===== src/rtl/seg7_pkg.sv =====
// rtl/seg7_pkg.sv - shared 7-segment code constants, FSM states and accumulate helper
//
// Segment codes are active-low and indexed [0:6], so the leftmost literal bit
// is segment 0. The encoder and decoder share these constants.
//
// Contents:
//   SEG_ZERO..SEG_NINE, SEG_BLANK : legal digit codes and the blank pattern
//   ACC_W, X_MAX                  : accumulator width and largest in-range value
//   state_t                       : conversion FSM states
//   acc_step()                    : one decimal accumulation step, acc*10 + digit
package seg7_pkg;

    localparam logic [0:6] SEG_ZERO  = 7'b000_0001;
    localparam logic [0:6] SEG_ONE   = 7'b100_1111;
    localparam logic [0:6] SEG_TWO   = 7'b001_0010;
    localparam logic [0:6] SEG_THREE = 7'b000_0110;
    localparam logic [0:6] SEG_FOUR  = 7'b100_1100;
    localparam logic [0:6] SEG_FIVE  = 7'b010_0100;
    localparam logic [0:6] SEG_SIX   = 7'b010_0000;
    localparam logic [0:6] SEG_SEVEN = 7'b000_1111;
    localparam logic [0:6] SEG_EIGHT = 7'b000_0000;
    localparam logic [0:6] SEG_NINE  = 7'b000_1100;
    localparam logic [0:6] SEG_BLANK = 7'b111_1111;

    // Three decimal digits reach at most 999, which fits in 10 bits.
    localparam int unsigned ACC_W = 10;
    localparam logic [ACC_W-1:0] X_MAX = 10'd127;

    typedef enum logic [2:0] {
        IDLE = 3'd0,
        ACC2 = 3'd1,
        ACC1 = 3'd2,
        ACC0 = 3'd3,
        DONE = 3'd4
    } state_t;

    // The previous accumulator value is at most 99 when this is applied, so
    // the result never exceeds 999 and cannot wrap.
    function automatic logic [ACC_W-1:0] acc_step(
        input logic [ACC_W-1:0] acc,
        input logic [3:0]       digit
    );
        logic [ACC_W-1:0] times_ten;
        times_ten = {acc[ACC_W-4:0], 3'b000} + {acc[ACC_W-2:0], 1'b0};
        return times_ten + {{(ACC_W-4){1'b0}}, digit};
    endfunction

endpackage


===== src/rtl/seg7_digit_dec.sv =====
// rtl/seg7_digit_dec.sv - combinational active-low 7-segment code to decimal digit decoder
//
// Ports:
//   i_code  [0:6] active-low segment code, segment 0 leftmost
//   o_digit [3:0] decoded digit 0..9; 0 when the code is not a legal digit
//   o_legal       1 when i_code is one of the ten digit patterns
module seg7_digit_dec
    import seg7_pkg::*;
(
    input  logic [0:6] i_code,
    output logic [3:0] o_digit,
    output logic       o_legal
);

    // Illegal codes (blank included) fall through to the default and
    // contribute a zero digit, so the accumulator stays well defined.
    always_comb begin
        o_digit = 4'd0;
        o_legal = 1'b1;
        case (i_code)
            SEG_ZERO:  o_digit = 4'd0;
            SEG_ONE:   o_digit = 4'd1;
            SEG_TWO:   o_digit = 4'd2;
            SEG_THREE: o_digit = 4'd3;
            SEG_FOUR:  o_digit = 4'd4;
            SEG_FIVE:  o_digit = 4'd5;
            SEG_SIX:   o_digit = 4'd6;
            SEG_SEVEN: o_digit = 4'd7;
            SEG_EIGHT: o_digit = 4'd8;
            SEG_NINE:  o_digit = 4'd9;
            default: begin
                o_digit = 4'd0;
                o_legal = 1'b0;
            end
        endcase
    end

endmodule


===== src/rtl/seg7_to_bin.sv =====
// rtl/seg7_to_bin.sv - sequential three-digit 7-segment to 7-bit binary converter
//
// Captures hundreds/tens/ones codes on an in_valid/in_ready handshake, then
// accumulates one digit per cycle (hundreds first) and presents the result
// behind an out_valid/out_ready handshake.
//
// Ports:
//   clk              rising-edge clock
//   rst_n            asynchronous active-low reset
//   in_valid         three segment codes are presented
//   in_ready         high only in IDLE
//   seg2/seg1/seg0   [0:6] hundreds/tens/ones codes, active-low
//   out_valid        result available, held until out_ready
//   out_ready        consumer accepts result
//   x      [6:0]     binary result (0 on error)
//   err              at least one code was not a legal digit
//   ovf              legal decimal value exceeded 127
//
// Build option: BIN_SAT_EN - when defined, an overflowing result saturates
// x to 127; otherwise x is the value modulo 128.
module seg7_to_bin
    import seg7_pkg::*;
(
    input  logic       clk,
    input  logic       rst_n,
    input  logic       in_valid,
    output logic       in_ready,
    input  logic [0:6] seg2,
    input  logic [0:6] seg1,
    input  logic [0:6] seg0,
    output logic       out_valid,
    input  logic       out_ready,
    output logic [6:0] x,
    output logic       err,
    output logic       ovf
);

    state_t           r_state;
    state_t           w_state_next;

    logic [0:6]       r_seg2;
    logic [0:6]       r_seg1;
    logic [0:6]       r_seg0;
    logic [ACC_W-1:0] r_acc;
    logic             r_err_work;

    logic [6:0]       r_x;
    logic             r_err;
    logic             r_ovf;

    logic [0:6]       w_code;
    logic [3:0]       w_digit;
    logic             w_legal;
    logic [ACC_W-1:0] w_acc_next;
    logic             w_err_next;
    logic             w_ovf_next;
    logic [6:0]       w_x_next;
    logic             w_accept;

    // ------------------------------------------------------------------
    // FSM
    // ------------------------------------------------------------------
    always_ff @(posedge clk or negedge rst_n) begin
        if (!rst_n) begin
            r_state <= IDLE;
        end else begin
            r_state <= w_state_next;
        end
    end

    always_comb begin
        w_state_next = r_state;
        case (r_state)
            IDLE:    if (in_valid)  w_state_next = ACC2;
            ACC2:                   w_state_next = ACC1;
            ACC1:                   w_state_next = ACC0;
            ACC0:                   w_state_next = DONE;
            DONE:    if (out_ready) w_state_next = IDLE;
            default:                w_state_next = IDLE;
        endcase
    end

    assign in_ready  = (r_state == IDLE);
    assign out_valid = (r_state == DONE);
    assign w_accept  = in_ready && in_valid;

    // ------------------------------------------------------------------
    // Digit decode: a single decoder is time-shared across the captured
    // codes, selected by which accumulation state is active.
    // ------------------------------------------------------------------
    always_comb begin
        w_code = r_seg0;
        case (r_state)
            ACC2:    w_code = r_seg2;
            ACC1:    w_code = r_seg1;
            default: w_code = r_seg0;
        endcase
    end

    seg7_digit_dec u_digit_dec (
        .i_code  (w_code),
        .o_digit (w_digit),
        .o_legal (w_legal)
    );

    // ------------------------------------------------------------------
    // Accumulation and result formation. The result registers are loaded
    // from the same-cycle accumulator update in ACC0, so the final digit
    // is included without an extra cycle.
    // ------------------------------------------------------------------
    always_comb begin
        w_acc_next = acc_step(r_acc, w_digit);
        w_err_next = r_err_work | ~w_legal;
        // An error suppresses overflow: the value is meaningless then.
        w_ovf_next = !w_err_next && (w_acc_next > X_MAX);

        if (w_err_next) begin
            w_x_next = 7'd0;
        end
`ifdef BIN_SAT_EN
        else if (w_ovf_next) begin
            w_x_next = 7'd127;
        end
`endif
        else begin
            w_x_next = w_acc_next[6:0];
        end
    end

    always_ff @(posedge clk or negedge rst_n) begin
        if (!rst_n) begin
            r_seg2     <= SEG_BLANK;
            r_seg1     <= SEG_BLANK;
            r_seg0     <= SEG_BLANK;
            r_acc      <= '0;
            r_err_work <= 1'b0;
        end else begin
            if (w_accept) begin
                r_seg2     <= seg2;
                r_seg1     <= seg1;
                r_seg0     <= seg0;
                r_acc      <= '0;
                r_err_work <= 1'b0;
            end else if (r_state == ACC2 || r_state == ACC1 || r_state == ACC0) begin
                r_acc      <= w_acc_next;
                r_err_work <= w_err_next;
            end
        end
    end

    // Outputs hold from one DONE entry to the next; only ACC0 reloads them.
    always_ff @(posedge clk or negedge rst_n) begin
        if (!rst_n) begin
            r_x   <= 7'd0;
            r_err <= 1'b0;
            r_ovf <= 1'b0;
        end else if (r_state == ACC0) begin
            r_x   <= w_x_next;
            r_err <= w_err_next;
            r_ovf <= w_ovf_next;
        end
    end

    assign x   = r_x;
    assign err = r_err;
    assign ovf = r_ovf;

endmodule


===== config.mk =====
export PLATFORM = sky130hd
export DESIGN_NAME = seg7_to_bin
export DESIGN_NICKNAME = d
export VERILOG_FILES = /design/src/rtl/seg7_pkg.sv /design/src/rtl/seg7_digit_dec.sv /design/src/rtl/seg7_to_bin.sv
export SDC_FILE = /design/constraint.sdc
export NUM_CORES = 1
export LEC_CHECK = 0
export ABC_AREA = 1
export BUFFER_PORTS_ARGS = -buffer_cell sky130_fd_sc_hd__buf_2
export CAP_MARGIN = 20
export CELL_PAD_IN_SITES_DETAIL_PLACEMENT = 1
export CELL_PAD_IN_SITES_GLOBAL_PLACEMENT = 1
export CORE_MARGIN = 8
export CORE_UTILIZATION = 26
export CTS_BUF_LIST = sky130_fd_sc_hd__clkbuf_4
export DETAILED_ROUTE_END_ITERATION = 10
export PLACE_DENSITY = 0.63
export SLEW_MARGIN = 15
export SYNTH_ARGS = -nofsm -noshare
export SYNTH_HDL_FRONTEND = slang
export SYNTH_SLANG_ARGS = --single-unit

===== constraint.sdc =====
create_clock -name clk -period 4.15 [get_ports clk]
set_clock_uncertainty 0.2 [all_clocks]
set_input_delay 0.415 -clock clk [delete_from_list [all_inputs] [get_ports clk]]
set_output_delay 0.415 -clock clk [all_outputs]
set_load 0.05 [all_outputs]

**Word-level counts from Yosys, hierarchy flattened**

Index checks and enable logic that the tools add are counted.

- Bits in registers: 43
- Bits in writable memories: 0
- Output and inout port bits: 11
- Memories kept: 0
- Input bits: 25
- ROM bits: 0
- Word-level logic and storage cells: 50
- Bits in latches: 0

- Reduce and logical (&&, ||, !) cells: 10
- Equality and inequality tests: 15
- Divide/modulo/power cells: 0
- Add/subtract/negate cells: 2
- Shifts and indexed selects: 0
- Multiplexer cells: 11
- $mul: 0
- Bitwise logic cells: 2
- $lt $le $gt $ge: 1

Operator list:

| kind | count |
|---|---|
| case mux 4 bit (9 select lines) | 1 |
| two-way mux 9 bit | 2 |
| case mux 3 bit (5 select lines) | 1 |
| == test 7 x 4 -> 1 bit, second input constant | 2 |
| == test 7 x 6 -> 1 bit, second input constant | 2 |
| == test 7 bit, second input constant | 2 |
| case mux 7 bit (2 select lines) | 1 |
| adder 10 bit | 1 |
| adder 10 x 4 -> 10 bit | 1 |
| greater-than comparator 10 x 7 -> 1 bit, second input constant | 1 |
| OR reduction 10 bit | 1 |
| == test 7 x 1 -> 1 bit, second input constant | 1 |
| == test 7 x 3 -> 1 bit, second input constant | 1 |
| == test 7 x 5 -> 1 bit, second input constant | 1 |
| logical NOT 7 bit | 1 |
| two-way mux 7 bit | 1 |
| == test 3 x 2 -> 1 bit, second input constant | 2 |
| two-way mux 3 bit | 2 |
| == test 3 x 1 -> 1 bit, second input constant | 1 |
| == test 3 bit, second input constant | 1 |
| logical NOT 3 bit | 1 |
| two-way mux 1 bit | 3 |
| logical AND 1 bit | 2 |
| logical OR 1 bit | 2 |
| 7 further kinds | 7 |

**Longest topological paths before layout**

- Depth after elaboration: 9
- Gate-level depth with buffers: 23
- Gate-level depth less buffers: 23

**Hierarchy**

From an unflattened synthesis, not the netlist that was laid out.

- Cell total of the unflattened synthesis: 323
- Area total of the unflattened synthesis: 2,537.4 µm²

Modules (own cells, without submodules):

| module | cells an instance | instances | area an instance (µm²) | seq. area each (µm²) |
|---|---|---|---|---|
| seg7_to_bin | 269 | 1 | 2,289.7 | 1,102.3 |
| seg7_digit_dec | 54 | 1 | 247.7 | 0.0 |

**Least setup slack after synthesis**

No wires, ideal clock.

- Kind: reg2reg
- From: register r_state[2]
- To: register r_ovf (netlist: ovf)
- Setup time: 0.119 ns
- Path buffers: 0
- Period minus slack after synthesis: 3.615 ns
- Stages on the path, launching flop included: 22
- Setup slack: 0.535 ns
- Data required time: 3.831 ns
- Arrival: 3.296 ns
- Path through: dfrtp_1 > nor2_4 > nand2_4 > nand2_8 > inv_4 > nand2_1 > nand2_2 > nand2_2 > nor2_1 > and2_4 > or3b_1 > ha_1 > ha_1 > fa_1 > a21oi_1 > o21ai_0 > nand3_1 > and2_1 > xor2_1 > nand3_1 > nand4_1 > nand2_1

- Word-level cells in the longest chain between the ends: 9
- Elaborated cells between the ends (all ways): 23
- Classes of those cells: 1 x add/sub; 1 x order compare; 12 x eq/ne; 3 x mux; 2 x bitwise; 4 x reduce/logical

RTL lines:

| what | line | RTL |
|---|---|---|
| start, declared | seg7_to_bin.sv:38 | `state_t r_state;` |
| start signal, assigned | seg7_to_bin.sv:67 | `r_state <= w_state_next;` |
| branches (longest 9 deep; another with adder 10 x 4 -> 10 bit) | -- |  |
| end signal, assigned | seg7_to_bin.sv:160 | `r_ovf <= w_ovf_next;` |
| end, declared | seg7_to_bin.sv:49 | `logic r_ovf;` |

Several ways; the timed one is not identified.
A chain may end at the register's enable or synchronous reset.

**Final worst setup path**

Same ends and word-level chain as after synthesis.

==> results.toml <==
[status]
outcome = "finished, violations left"
violations = "hold timing"

[timing]
slew_headroom_pct = 34.84
drv_slew = 0
setup_viol = 0
tightest_slew_ns = 0.9774
post-route-period-util_pct = 93.00
hold_viol = 16
fin_hold_ws_ns = -0.005155
fmax_ghz = 0.2591
min_period_ns = 3.860
setup_tns_ns = 0
rsz0062_at_grt = "false"

[placed_design]
postPlaceCellArea_mm2 = 0.003004
routabilityCongestion = 0.8418
io_buffer_count = 35
dp_hpwl_mm = 4.972

[floorplanning]
start_util_pct = 26.33
die_h_um = 117.6
die_area_mm2 = 0.01382
fp-row-count = 37
io_pins = 36
die_w_um = 117.6
core_area_mm2 = 0.01018

[setup_path]
worstPathMaxFanout = 6
path_class = "reg -> reg"
setup.worst_path.start = "r_state[2]"
startpoint_type = "register"
rrSetupSlack_ns = 0.29
arrival_ns = 3.93
reg2reg_from = "r_state[2]"
critPathCapture = "ovf"
rr_endpoint = "ovf"
rr_worst_depth = 21
endpoint_kind = "register"
cp.required_ns = 4.23

[clock_tree]
clkSlewWorstSetupHoldPaths_ns = 0.13
cts_tree = "yes"
cts.sinks = 43
numCtsBuffers = 5
cts_root_buf = "clkbuf_4"
clkLatencyLatePin_ns = 0.37
htree_levels = 2
cts_buffer_depth = 2

[grt]
grt_usage_pct = 9.686
grt_pass1_vias = 2303
antenna_found_initial = 1
gr-total-overflow = 0
grt_max_degree = 44
grt_pass1_wl_mm = 11.14

[synthesis]
syn_area_mm2 = 0.002681
synth_cell_type_count = 36
ys_seq_area_share_pct = 41.11
yosysWarnings = 0
synth_nets = 331
avgSynthCellArea_um2 = 9.246
synthCells = 290
ys_ff_latch = 43

[detailed_routing]
routedWlPerCell_um = 13.75
drt_iter0_drc = 89
routed_wl_mm = 6.478
route.detailed.drc = 0
via_per_inst = 4.473
ant_nets = 0
num_vias = 2107
drtPass1Iterations = 4

[cells_and_area]
nNetsFinal = 374
stdcell_area_mm2 = 0.003118
n_fill_cell = 1227
syn2layout_area_growth_pct = 16.29
drive_above_1_share_pct = 38.02

[pwr]
vdd_drop_max_uv = 336.4
switching_power_mw = 1.241
p_leak_nw = 1.616
switching_share_pct = 49.99
power_frac_seq_pct = 30.7
power.density_mw_per_mm2 = 796.3
pwr-share-clk_pct = 8.3
comb_power_share_pct = 61.0
intPower_mw = 1.242

[flow_run]
cap_violations = 0

[hold_path]
hold_class = "in -> async"
cell usage in the layout (no fill, tap or decap), drive strengths merged, types with 14 or more instances in the layout:
master	n
nor2	28
nand4	16
mux2	17
dfstp	21
dfrtp	22
nand2	66
nand3	34
ha	14
buf	42
inv	28
critical path, cell delays in order (launching register included):
cell and delay [ns]:
dfrtp_2 0.50, nor2_4 0.21, nand2_4 0.11, nand2_8 0.11
inv_4 0.04, nand2_1 0.07, nand2_2 0.08, nand2_2 0.09
nor2_1 0.06, and2_4 0.14, or3b_1 0.37, ha_1 0.29
ha_1 0.23, fa_2 0.36, a21oi_1 0.15, o21ai_1 0.10
nand3_1 0.07, and2_1 0.13, xor2_1 0.19, nand3_1 0.11
nand4_1 0.10, nand2_1 0.05
through the flow:
stage / cells / hold WS, ns / util (%) / setup WS [ns] / total power, mW
floorplan: 290 / -0.08059 / - / 0.5345 / 1.912
global placement: 457 / 0.2627 / 29.50 / 0.2948 / 2.206
detailed placement: 457 / 0.2621 / 29.50 / 0.1971 / 2.238
CTS: 466 / 0.01085 / 30.11 / 0.1369 / 2.457
global route: 471 / 0.03599 / 30.61 / 0.01886 / 2.699
finish: 471 / -0.005155 / 30.61 / 0.2904 / 2.483
per-layer routing:
metal | track usage, % | share of wire (%)
met1 | 12.53 | 49
met2 | 15.61 | 47
met3 | 1.631 | 1.6
met4 | 4.083 | 1.8
met5 | 0 | 0
sequential cells by signal, summed over array words and instances, names as in the netlist:
| name | flops |
|---|---|
| err | 1 |
| ovf | 1 |
| r_acc | 9 |
| r_err_work | 1 |
| r_seg0 | 7 |
| r_seg1 | 7 |
| r_seg2 | 7 |
| r_state | 3 |
| x | 7 |
synth_stat cells:
cell      instances  area [um^2]
dfrtp_1          22        550.5
nand2_8           1        20.02
xor2_1            6        52.55
nor2_1           19        71.32
nor2_4            5        56.30
nand3_1          30        150.1
clkbuf_1          2        7.510
clkinv_1          2        7.510
nand4_1          14        87.58
ha_1             14        175.2
o21ai_0           7        35.03
nand3_2           2        20.02
o211ai_1          2        15.01
inv_1            23        86.33
nand2_1          52        195.2
buf_2             3        15.01
nand4_2           2        25.02
nand3_4           2        35.03
nor3_2            1        10.01
or3b_1            1        8.760
buf_6             2        22.52
xnor2_1           1        8.760
mux2_2           17        191.4
inv_4             1        6.260
and2_1            1        6.260
nand2_2          10        62.56
and2_4            1        8.760
nor2_8            1        20.02
clkinv_4          1        8.760
o31ai_1           1        7.510
nor2_2            3        18.77
fa_1              2        40.04
inv_2             4        15.01
dfstp_2          21        551.8
nand2_4           3        33.78
a21oi_1          11        55.05
logic make-up after synthesis:
family | Yosys count | share of synthesized area [%]
xor+xnor | 7 | 2.287
buf+inv | 38 | 6.300
simple gates | 148 | 30.94
fa+ha+maj | 16 | 8.026
compound gates | 21 | 4.199
flops | 43 | 41.11
mux | 17 | 7.139
worst min-delay path by stage:
| stage | start | to |
|---|---|---|
| 2_1_floorplan | rst_n | err |
| 3_3_place_gp | err | err |
| 3_5_place_dp | x[3] | x[3] |
| 4_1_cts | rst_n | x[0] |
| 5_1_grt | rst_n | r_state[2] |
| 6_report | rst_n | r_state[2] |
power groups by stage:
| stage | clock [mW] | sequential [mW] | combinational (mW) |
|---|---|---|---|
| 2_1_floorplan | 0 | 0.781 | 1.13 |
| 3_3_place_gp | 0 | 0.768 | 1.44 |
| 3_5_place_dp | 0 | 0.771 | 1.47 |
| 4_1_cts | 0.219 | 0.762 | 1.48 |
| 5_1_grt | 0.236 | 0.782 | 1.68 |
| 6_report | 0.207 | 0.762 | 1.51 |
final cells by class:
type | instances | area, um^2 | share of cell area, %
antenna | 1 | 2.502 | 0.08026
tap | 136 | 170.2 | 5.457
timing repair buffer | 43 | 237.7 | 7.624
multi-input combinational | 209 | 1423 | 45.63
clock inverter | 3 | 15.01 | 0.4815
inverter | 31 | 128.9 | 4.133
clock buffer | 5 | 37.54 | 1.204
sequential | 43 | 1104 | 35.39
timing repair:
action / 4_1_cts / 5_1_grt
hold buffers: 1 / 0
setup endpoints to repair: 0 / 2
hold endpoints to repair: 1 / 0
setup buffers: 0 / 4
gates resized for setup: 0 / 7
Power figures use the tool's default switching activity.
